## src/rtl/mux_tree_pkg.sv

```systemverilog
// Shared sizing helpers for the pipelined radix-4 word multiplexer tree.
// Level k consumes sel bits [2k+1:2k]; an odd select width ends in a 2:1 tail.
package mux_tree_pkg;

  localparam int MAX_SELW = 6;

  function automatic int sel_width(input int num_in);
    return $clog2(num_in);
  endfunction

  function automatic int num_levels(input int num_in);
    return (sel_width(num_in) + 1) / 2;
  endfunction

  function automatic int level_sel_bits(input int num_in, input int k);
    return (sel_width(num_in) - 2 * k >= 2) ? 2 : 1;
  endfunction

  function automatic int level_fan_in(input int num_in, input int k);
    return 1 << level_sel_bits(num_in, k);
  endfunction

  typedef struct packed {
    logic                valid;
    logic [MAX_SELW-1:0] sel_rem;
  } stage_t;

endpackage

```

## src/rtl/mux_level.sv

```systemverilog
// One combinational tree level: GROUPS independent RADIX:1 word muxes sharing one select.
// Group g picks word g*RADIX + sel, so the low sel bits resolve first.
module mux_level #(
  parameter int GROUPS   = 1,
  parameter int SEL_BITS = 2,
  parameter int WIDTH    = 64,
  localparam int RADIX   = 1 << SEL_BITS
) (
  input  logic [GROUPS*RADIX*WIDTH-1:0] data,
  input  logic [SEL_BITS-1:0]           sel,
  output logic [GROUPS*WIDTH-1:0]       out_data
);

  always_comb begin
    out_data = '0;
    for (int g = 0; g < GROUPS; g++) begin
      out_data[g*WIDTH +: WIDTH] = data[(g * RADIX + int'(sel)) * WIDTH +: WIDTH];
    end
  end

endmodule

```

## src/rtl/mux_tree_pipe.sv

```systemverilog
// Pipelined NUM_IN:1 word multiplexer built from radix-4 levels (2:1 tail when needed).
// Unconsumed select bits travel alongside the partial word groups through each stage.
module mux_tree_pipe
  import mux_tree_pkg::*;
#(
  parameter int NUM_IN = 8,
  parameter int WIDTH  = 64,
  parameter int PIPE   = 1,
  localparam int SELW  = sel_width(NUM_IN)
) (
  input  logic                    clk,
  input  logic                    reset,
  input  logic                    in_valid,
  output logic                    in_ready,
  input  logic [NUM_IN*WIDTH-1:0] in_data,
  input  logic [SELW-1:0]         in_sel,
  output logic                    out_valid,
  input  logic                    out_ready,
  output logic [WIDTH-1:0]        out_data
);

  localparam int LEVELS = num_levels(NUM_IN);

  // Handshake: a transfer happens on valid && ready at either port. The whole pipe
  // advances in lockstep whenever the output slot is empty or being drained, so
  // in_ready is that same advance condition and bubbles are never squeezed out.
  logic adv;
  assign adv      = !out_valid || out_ready;
  assign in_ready = adv;

  for (genvar k = 0; k < LEVELS; k++) begin : g_lvl
    localparam int NW     = NUM_IN >> (2 * k);
    localparam int SW     = SELW - 2 * k;
    localparam int RB     = level_sel_bits(NUM_IN, k);
    localparam int GROUPS = NW >> RB;
    localparam bit LAST   = (k == LEVELS - 1);
    localparam bit REG    = (PIPE != 0) || LAST;

    logic [NW*WIDTH-1:0]     d_in;
    logic [SW-1:0]           s_in;
    logic                    v_in;
    logic [GROUPS*WIDTH-1:0] d_mux;
    logic [GROUPS*WIDTH-1:0] d_out;
    logic                    v_out;

    if (k == 0) begin : g_src
      assign d_in = in_data;
      assign s_in = in_sel;
      assign v_in = in_valid;
    end else begin : g_src
      assign d_in = g_lvl[k-1].d_out;
      assign s_in = g_lvl[k-1].g_rem.s_out;
      assign v_in = g_lvl[k-1].v_out;
    end

    mux_level #(
      .GROUPS   (GROUPS),
      .SEL_BITS (RB),
      .WIDTH    (WIDTH)
    ) u_mux (
      .data     (d_in),
      .sel      (s_in[RB-1:0]),
      .out_data (d_mux)
    );

    if (REG) begin : g_reg
      always_ff @(posedge clk or posedge reset) begin
        if (reset) begin
          v_out <= 1'b0;
          d_out <= '0;
        end else if (adv) begin
          v_out <= v_in;
          d_out <= d_mux;
        end
      end
    end else begin : g_comb
      assign v_out = v_in;
      assign d_out = d_mux;
    end

    // The final level consumes the last select bits, so only inner levels forward any.
    if (!LAST) begin : g_rem
      logic [SW-RB-1:0] s_out;
      if (PIPE != 0) begin : g_reg
        always_ff @(posedge clk or posedge reset) begin
          if (reset) begin
            s_out <= '0;
          end else if (adv) begin
            s_out <= s_in[SW-1:RB];
          end
        end
      end else begin : g_comb
        assign s_out = s_in[SW-1:RB];
      end
    end
  end

  assign out_valid = g_lvl[LEVELS-1].v_out;
  assign out_data  = g_lvl[LEVELS-1].d_out;

endmodule

```

## config.mk

```make
export PLATFORM = sky130hd
export DESIGN_NAME = mux_tree_pipe
export DESIGN_NICKNAME = d
export VERILOG_FILES = /design/src/rtl/mux_tree_pkg.sv /design/src/rtl/mux_level.sv /design/src/rtl/mux_tree_pipe.sv
export SDC_FILE = /design/constraint.sdc
export NUM_CORES = 1
export LEC_CHECK = 0
export CORE_AREA = 2 2 229 231
export DETAILED_ROUTE_END_ITERATION = 6
export DIE_AREA = 0 0 231 233
export GPL_TIMING_DRIVEN = 0
export HOLD_SLACK_MARGIN = 0.1
export PLACE_DENSITY = 0.51
export SKIP_LAST_GASP = 1
export SLEW_MARGIN = 20
export SYNTH_ARGS = -nofsm -noshare
export SYNTH_HDL_FRONTEND = slang
export SYNTH_SLANG_ARGS = --single-unit
```

## constraint.sdc

```tcl
create_clock -name clk -period 8.1 [get_ports clk]
set_input_delay 2.025 -clock clk [delete_from_list [all_inputs] [get_ports clk]]
set_output_delay 2.025 -clock clk [all_outputs]
set_load 0.01 [all_outputs]
```

==> summary.txt, run 1 <==
Critical Path Sink Type - primary output
Total GRT Usage - 0.163
hold_ws - 0.479 ns
fillcell total - 4904
Remaining Overflow, GRT - 0
Die X - 231 um
synthesized area - 11500 um2
full die area - 53800 um2
vias - 8455
Final Net Count - 1763
HP Class - flip-flop to flip-flop
Layout area overhead - 64.4%
Max clock buf depth - 2
DRT Pass-1 Iters - 4
Inst Count DP - 1905
sequential fraction of the synthesis area - 0.424
cell leakage power - 7.47 nW
total chip power - 3.47 mW
htree depth - 4
Post-Layout Cell Count - 1939
first-pass GRT wire length - 63500 um
antenna violations before repair - 4
share of cells above drive strength 1 - 0.369
CTS buffer count - 17
Clk pwr share - 0.277
Setup Buffers After CTS - 0
Tightest Pin Transition - 0.776 ns
Rows - 83
CP Launch Point - out_ready
synth warn - 0
CTS tree - built
GPL Wtd Cong - 0.819
crit path max fanout - 10
CP arrival - 4.10 ns
cells after synthesis - 641
worst r2r src - out_valid
Post-Route WL - 43900 um
Power Density - 184 nW/um2
RSZ-0062 raised after global routing - false
Clock Latency Late Sink - 0.45 ns
DRC - 0
CTS Hold Bufs - 0
Via density - 4.36
Yosys reg bits - 195
vias in the first global route - 9802
Tcrit/Tclk final - 0.756
combinational fraction of design power - 0.350
WS Path Type - primary input to primary output
Internal - 2.55 mW
Max-Cap Viols - 0
Netlist cell types - 11
sequential share of power - 0.373
largest net degree at the start of global routing - 91
clock transition at the registers of the reported paths - 0.07 ns
status - complete, no violations
Sw Share - 0.265
syn nets - 1160
hpwl dp - 35300 um
Max rail drop VDD - 0.136 mV
floorplan core area - 51100 um2
fmax - 0.163 GHz
Mapped Avg Cell Area - 17.9 um2
minimum clock period - 6.12 ns
CP required - 6.08 ns
Die Height - 233 um
Iteration-0 DRC Markers - 373
Psw - 921 uW
fin. max-slew vios - 0
clk_skew - 0.00751 ns
Hold Crit Start - g_lvl[0].v_out
Routed WL per cell - 22.6 um
initial core utilization - 0.225
CTS Root Cell - clkbuf_16
PortBufs - 582
Worst setup SP type - primary input
post-CTS sizing - 0
post-route antenna net violation count - 0
final hold violations - 0
Slew HR - 0.483
final setup vio count - 0
# IOs - 585
# clock sinks - 195
-- worst paths after layout --
check | slack [ns] | cells after the start | to
max | 1.98 | 6 | in_ready
min | 0.48 | 1 | out_valid
max reg2reg | 5.99 | 5 | g_lvl[0].g_rem.s_out
min reg2reg | 0.48 | 1 | out_valid
max in group asynchronous | 5.46 | 3 | g_lvl[0].d_out[13]
min in group asynchronous | 1.90 | 2 | g_lvl[0].d_out[114]
-- per-stage QoR --
| step | TNS (ns) | worst slack [ns] | utilization | cell area [um2] |
|---|---|---|---|---|
| floorplan | 0 | 0.763 | - | 11500 |
| global placement | -444.42 | -2.30 | 0.356 | 18200 |
| detailed placement | 0 | 1.88 | 0.357 | 18200 |
| CTS | 0 | 1.88 | 0.370 | 18900 |
| global route | 0 | 1.79 | 0.370 | 18900 |
| finish | 0 | 1.98 | 0.370 | 18900 |
-- routing by layer --
metal  track usage  vias up  share of wire
met4        0.0558        4          0.023
met2         0.281      364           0.50
met5             0        -        0.00061
li1              -     3761              -
met1         0.194     4280           0.40
met3        0.0462       46          0.077
-- cell type report --
cell class / count / area [um2] / area share
sequential: 195 / 4880 / 0.258
clock inverter: 10 / 165 / 0.00874
antenna: 2 / 5.00 / 0.000265
buffer: 57 / 443 / 0.0234
clock buffer: 22 / 494 / 0.0261
inverter: 1 / 11.3 / 0.000596
multi-input combinational: 388 / 6180 / 0.327
tap: 680 / 851 / 0.0450
timing repair buffer: 584 / 5880 / 0.311
-- synthesized netlist by cell type --
cell / n / area [um2]
dfrtp_1: 195 / 4880
mux2_4: 100 / 1500
buf_6: 4 / 45.0
nand2b_1: 2 / 12.5
buf_2: 29 / 145
inv_1: 1 / 3.75
clkbuf_1: 5 / 18.8
mux4_2: 128 / 2880
buf_12: 10 / 200
buf_1: 9 / 33.8
mux2_2: 158 / 1780
-- kinds of logic after synthesis --
logic type	share of synthesized area
multiplexers	0.536
flip-flops	0.424
buffers and inverters	0.0388
AND/OR/NAND/NOR	0.00109
-- critical path, cell delays in order --
cell	delay, ns
clkdlybuf4s50_1	0.45
nand2b_1	0.09
buf_2	0.23
buf_2	0.32
buf_2	0.36
clkdlybuf4s50_1	0.61
-- cells in the final DEF, fill, tap and decap left out, types with 2 or more instances in the layout --
| cell | synthesis | layout |
|---|---|---|
| buf_1 | 9 | 9 |
| clkinv_2 | 0 | 2 |
| dfrtp_1 | 195 | 195 |
| buf_16 | 0 | 2 |
| clkbuf_1 | 5 | 5 |
| buf_2 | 29 | 29 |
| nand2b_1 | 2 | 2 |
| clkbuf_16 | 0 | 17 |
| mux4_2 | 128 | 128 |
| clkbuf_8 | 0 | 5 |
| clkdlybuf4s50_1 | 0 | 582 |
| mux2_2 | 158 | 158 |
| bufinv_16 | 0 | 4 |
| inv_6 | 0 | 3 |
| mux2_4 | 100 | 100 |
| buf_12 | 10 | 10 |
| diode_2 | 0 | 2 |
| buf_6 | 4 | 4 |
-- flip-flops by register name (all words and copies together) (netlist names) --
signal,flops
g_lvl.g_rem.s_out,1
out_valid,1
out_data,64
g_lvl.d_out,128
g_lvl.v_out,1
-- power by group through the flow --
stage               sequential (mW)  combinational (mW)  clock (mW)
global placement               1.31                1.23           0
detailed placement             1.32                1.24           0
finish                         1.30                1.21       0.962
floorplan                      1.34               0.561           0
global route                   1.33                1.30        1.04
CTS                            1.30                1.24       0.996
(Power assumes the default switching activity.)
==> run 2, diff against run 1 <==
==> constraint.sdc (replaced) <==
create_clock -name clk -period 5.7 [get_ports clk]
set_input_delay 1.425 -clock clk [delete_from_list [all_inputs] [get_ports clk]]
set_output_delay 1.425 -clock clk [all_outputs]
set_load 0.01 [all_outputs]
==> run 2 against run 1 <==
Compared with the run above: sequential cell count is the same; global-route usage shrank 0.20 points; clock-buffer cell count shrank 4; register-to-register slack lost 2.3 ns; clock power grew 27%; design area is essentially flat; cell count grew 0.15%; sequential share of layout area is essentially flat; core utilization is essentially flat; total power grew 38%; critical path type unchanged.
==> summary.txt, run 2 (same netlist as run 1, synthesis figures left out) <==
Post-Route WL - 43600 um (-0.75%)
Post-DP Area - 18300 um2 (+0.45%)
RSZ-0062 raised after global routing - false
Clock Latency Late Sink - 0.44 ns (about the same)
Final Net Count - 1768 (+0.28%)
CTS buffer count - 17 (unchanged)
initial core utilization - 0.225 (unchanged)
vias - 8412 (-0.51%)
floorplan core area - 51100 um2 (unchanged)
Top reg by flops - g_lvl.d_out
WS Path Type - primary input to primary output
minimum clock period - 4.90 ns
Total GRT Usage - 0.161 (-0.00203)
CTS tree - built
max reg flops - 128 (unchanged)
Slew HR - 0.519 (+0.0356)
Setup Buffers After CTS - 0 (unchanged)
Power Density - 254 nW/um2 (+38%)
post-CTS sizing - 0 (unchanged)
Critical Path Sink Type - primary output
antenna violations before repair - 4 (unchanged)
CP Launch Point - out_ready
final instance area - 18900 um2 (about the same)
status - complete, no violations
Hold Crit Start - g_lvl[0].v_out
Worst setup SP type - primary input
crit path max fanout - 10 (unchanged)
worst r2r src - out_valid
Routed WL per cell - 22.4 um (-0.90%)
largest net degree at the start of global routing - 31 (-66%)
htree depth - 4 (unchanged)
Inst Count DP - 1910 (+0.26%)
fmax - 0.204 GHz
Max rail drop VDD - 0.198 mV (+45%)
DRC - 0 (unchanged)
Die X - 231 um (unchanged)
final setup vio count - 0 (unchanged)
fin. max-slew vios - 0 (unchanged)
most frequent cells in the layout - 582 x clkdlybuf4s50_1, 195 x dfrtp_1, 158 x mux2_2
# clock sinks - 195 (unchanged)
CTS Hold Bufs - 0 (unchanged)
final hold violations - 0 (unchanged)
Layout area overhead - 64.3% (about the same)
clock transition at the registers of the reported paths - 0.08 ns (about the same)
total chip power - 4.80 mW (+38%)
GPL Wtd Cong - 0.802 (-2.0%)
post-route antenna net violation count - 0 (unchanged)
Rows - 83 (unchanged)
CP arrival - 3.48 ns (-0.62 ns)
Die Height - 233 um (unchanged)
cell leakage power - 7.46 nW (-0.15%)
Remaining Overflow, GRT - 0 (unchanged)
Via density - 4.33 (-0.66%)
# IOs - 585 (unchanged)
Post-Layout Cell Count - 1942 (+0.15%)
Max-Cap Viols - 0 (unchanged)
Max clock buf depth - 2 (unchanged)
clk_skew - 0.0126 ns (+0.00505 ns)
CP required - 4.28 ns (-1.80 ns)
share of cells above drive strength 1 - 0.371 (+0.00230)
PortBufs - 582 (unchanged)
HP Class - flip-flop to flip-flop
vias in the first global route - 9657 (-1.5%)
Iteration-0 DRC Markers - 288 (-23%)
first-pass GRT wire length - 63100 um (-0.64%)
Tcrit/Tclk final - 0.860
hpwl dp - 35500 um (+0.56%)
Tightest Pin Transition - 0.722 ns (-0.0534 ns)
DRT Pass-1 Iters - 4 (unchanged)
CTS Root Cell - clkbuf_16
commonest non-fill, non-tap cell in the layout - clkdlybuf4s50_1
full die area - 53800 um2 (unchanged)
[run 2: changes by cell type in the layout (fill, tap and decap cells not counted), sizes merged]
cell	previous run	this run
clkbuf	27	24
bufinv	4	2
clkinv	3	4
buf	54	58
clkinvlp	0	3
[run 2: per-layer routing]
metal  vias up  share of wire  global-route usage
met1      4240           0.41               0.195
li1       3768              -                   -
met3        39          0.070              0.0428
met4         2          0.023              0.0532
met5         -        0.00030                   0
met2       363           0.49               0.277
[run 2: critical path, stage by stage]
cell and delay, ns:
clkdlybuf4s50_1 0.44, nand2b_1 0.09, buf_2 0.22, buf_2 0.33, buf_2 0.35, clkdlybuf4s50_1 0.61
[run 2: final cells by class]
type,count,area (um2)
Antenna cell,2,5.00
Buffer,57,444
Clock buffer,18,439
Clock inverter,12,130
Fill cell,4919,32200
Inverter,1,7.51
Multi-Input combinational cell,388,6180
Sequential cell,195,4880
Tap cell,680,851
Timing Repair Buffer,589,5970
[run 2: worst paths after layout]
check                                             to  slack (ns)  depth (start not counted)
worst max-delay path                        in_ready        0.80                          6
worst min-delay path                       out_valid        0.49                          1
worst max register to register  g_lvl[0].g_rem.s_out        3.71                          5
worst min register to register             out_valid        0.49                          1
max in group asynchronous               out_data[39]        3.45                          5
min in group asynchronous         g_lvl[0].d_out[19]        1.33                          2
[run 2: metrics by stage]
stage               hold WS, ns   util  setup slack (ns)  setup TNS (ns)
floorplan                 0.430      -              1.76               0
global placement          0.463  0.356           -0.0725           -9.88
detailed placement        0.466  0.359             0.684               0
CTS                       0.493  0.370             0.683               0
global route              0.514  0.370             0.633               0
finish                    0.487  0.370             0.796               0
[run 2: report_power, final]
group          total, mW  switching, mW  internal [mW]  leakage, nW
logic               1.73          0.584           1.15         4.91
registers           1.85          0.163           1.68         2.27
clock network       1.22          0.563          0.656        0.279
==> run 3, diff against run 2 <==
--- a/config.mk
+++ b/config.mk
@@ -6,6 +6,7 @@
 export NUM_CORES = 1
 export LEC_CHECK = 0
 export CORE_AREA = 2 2 229 231
+export CTS_CLUSTER_DIAMETER = 40
 export DETAILED_ROUTE_END_ITERATION = 6
 export DIE_AREA = 0 0 231 233
 export GPL_TIMING_DRIVEN = 0
==> results of run 3 <==
No change in the layout: final DEF, timing and power equal those of run 2.
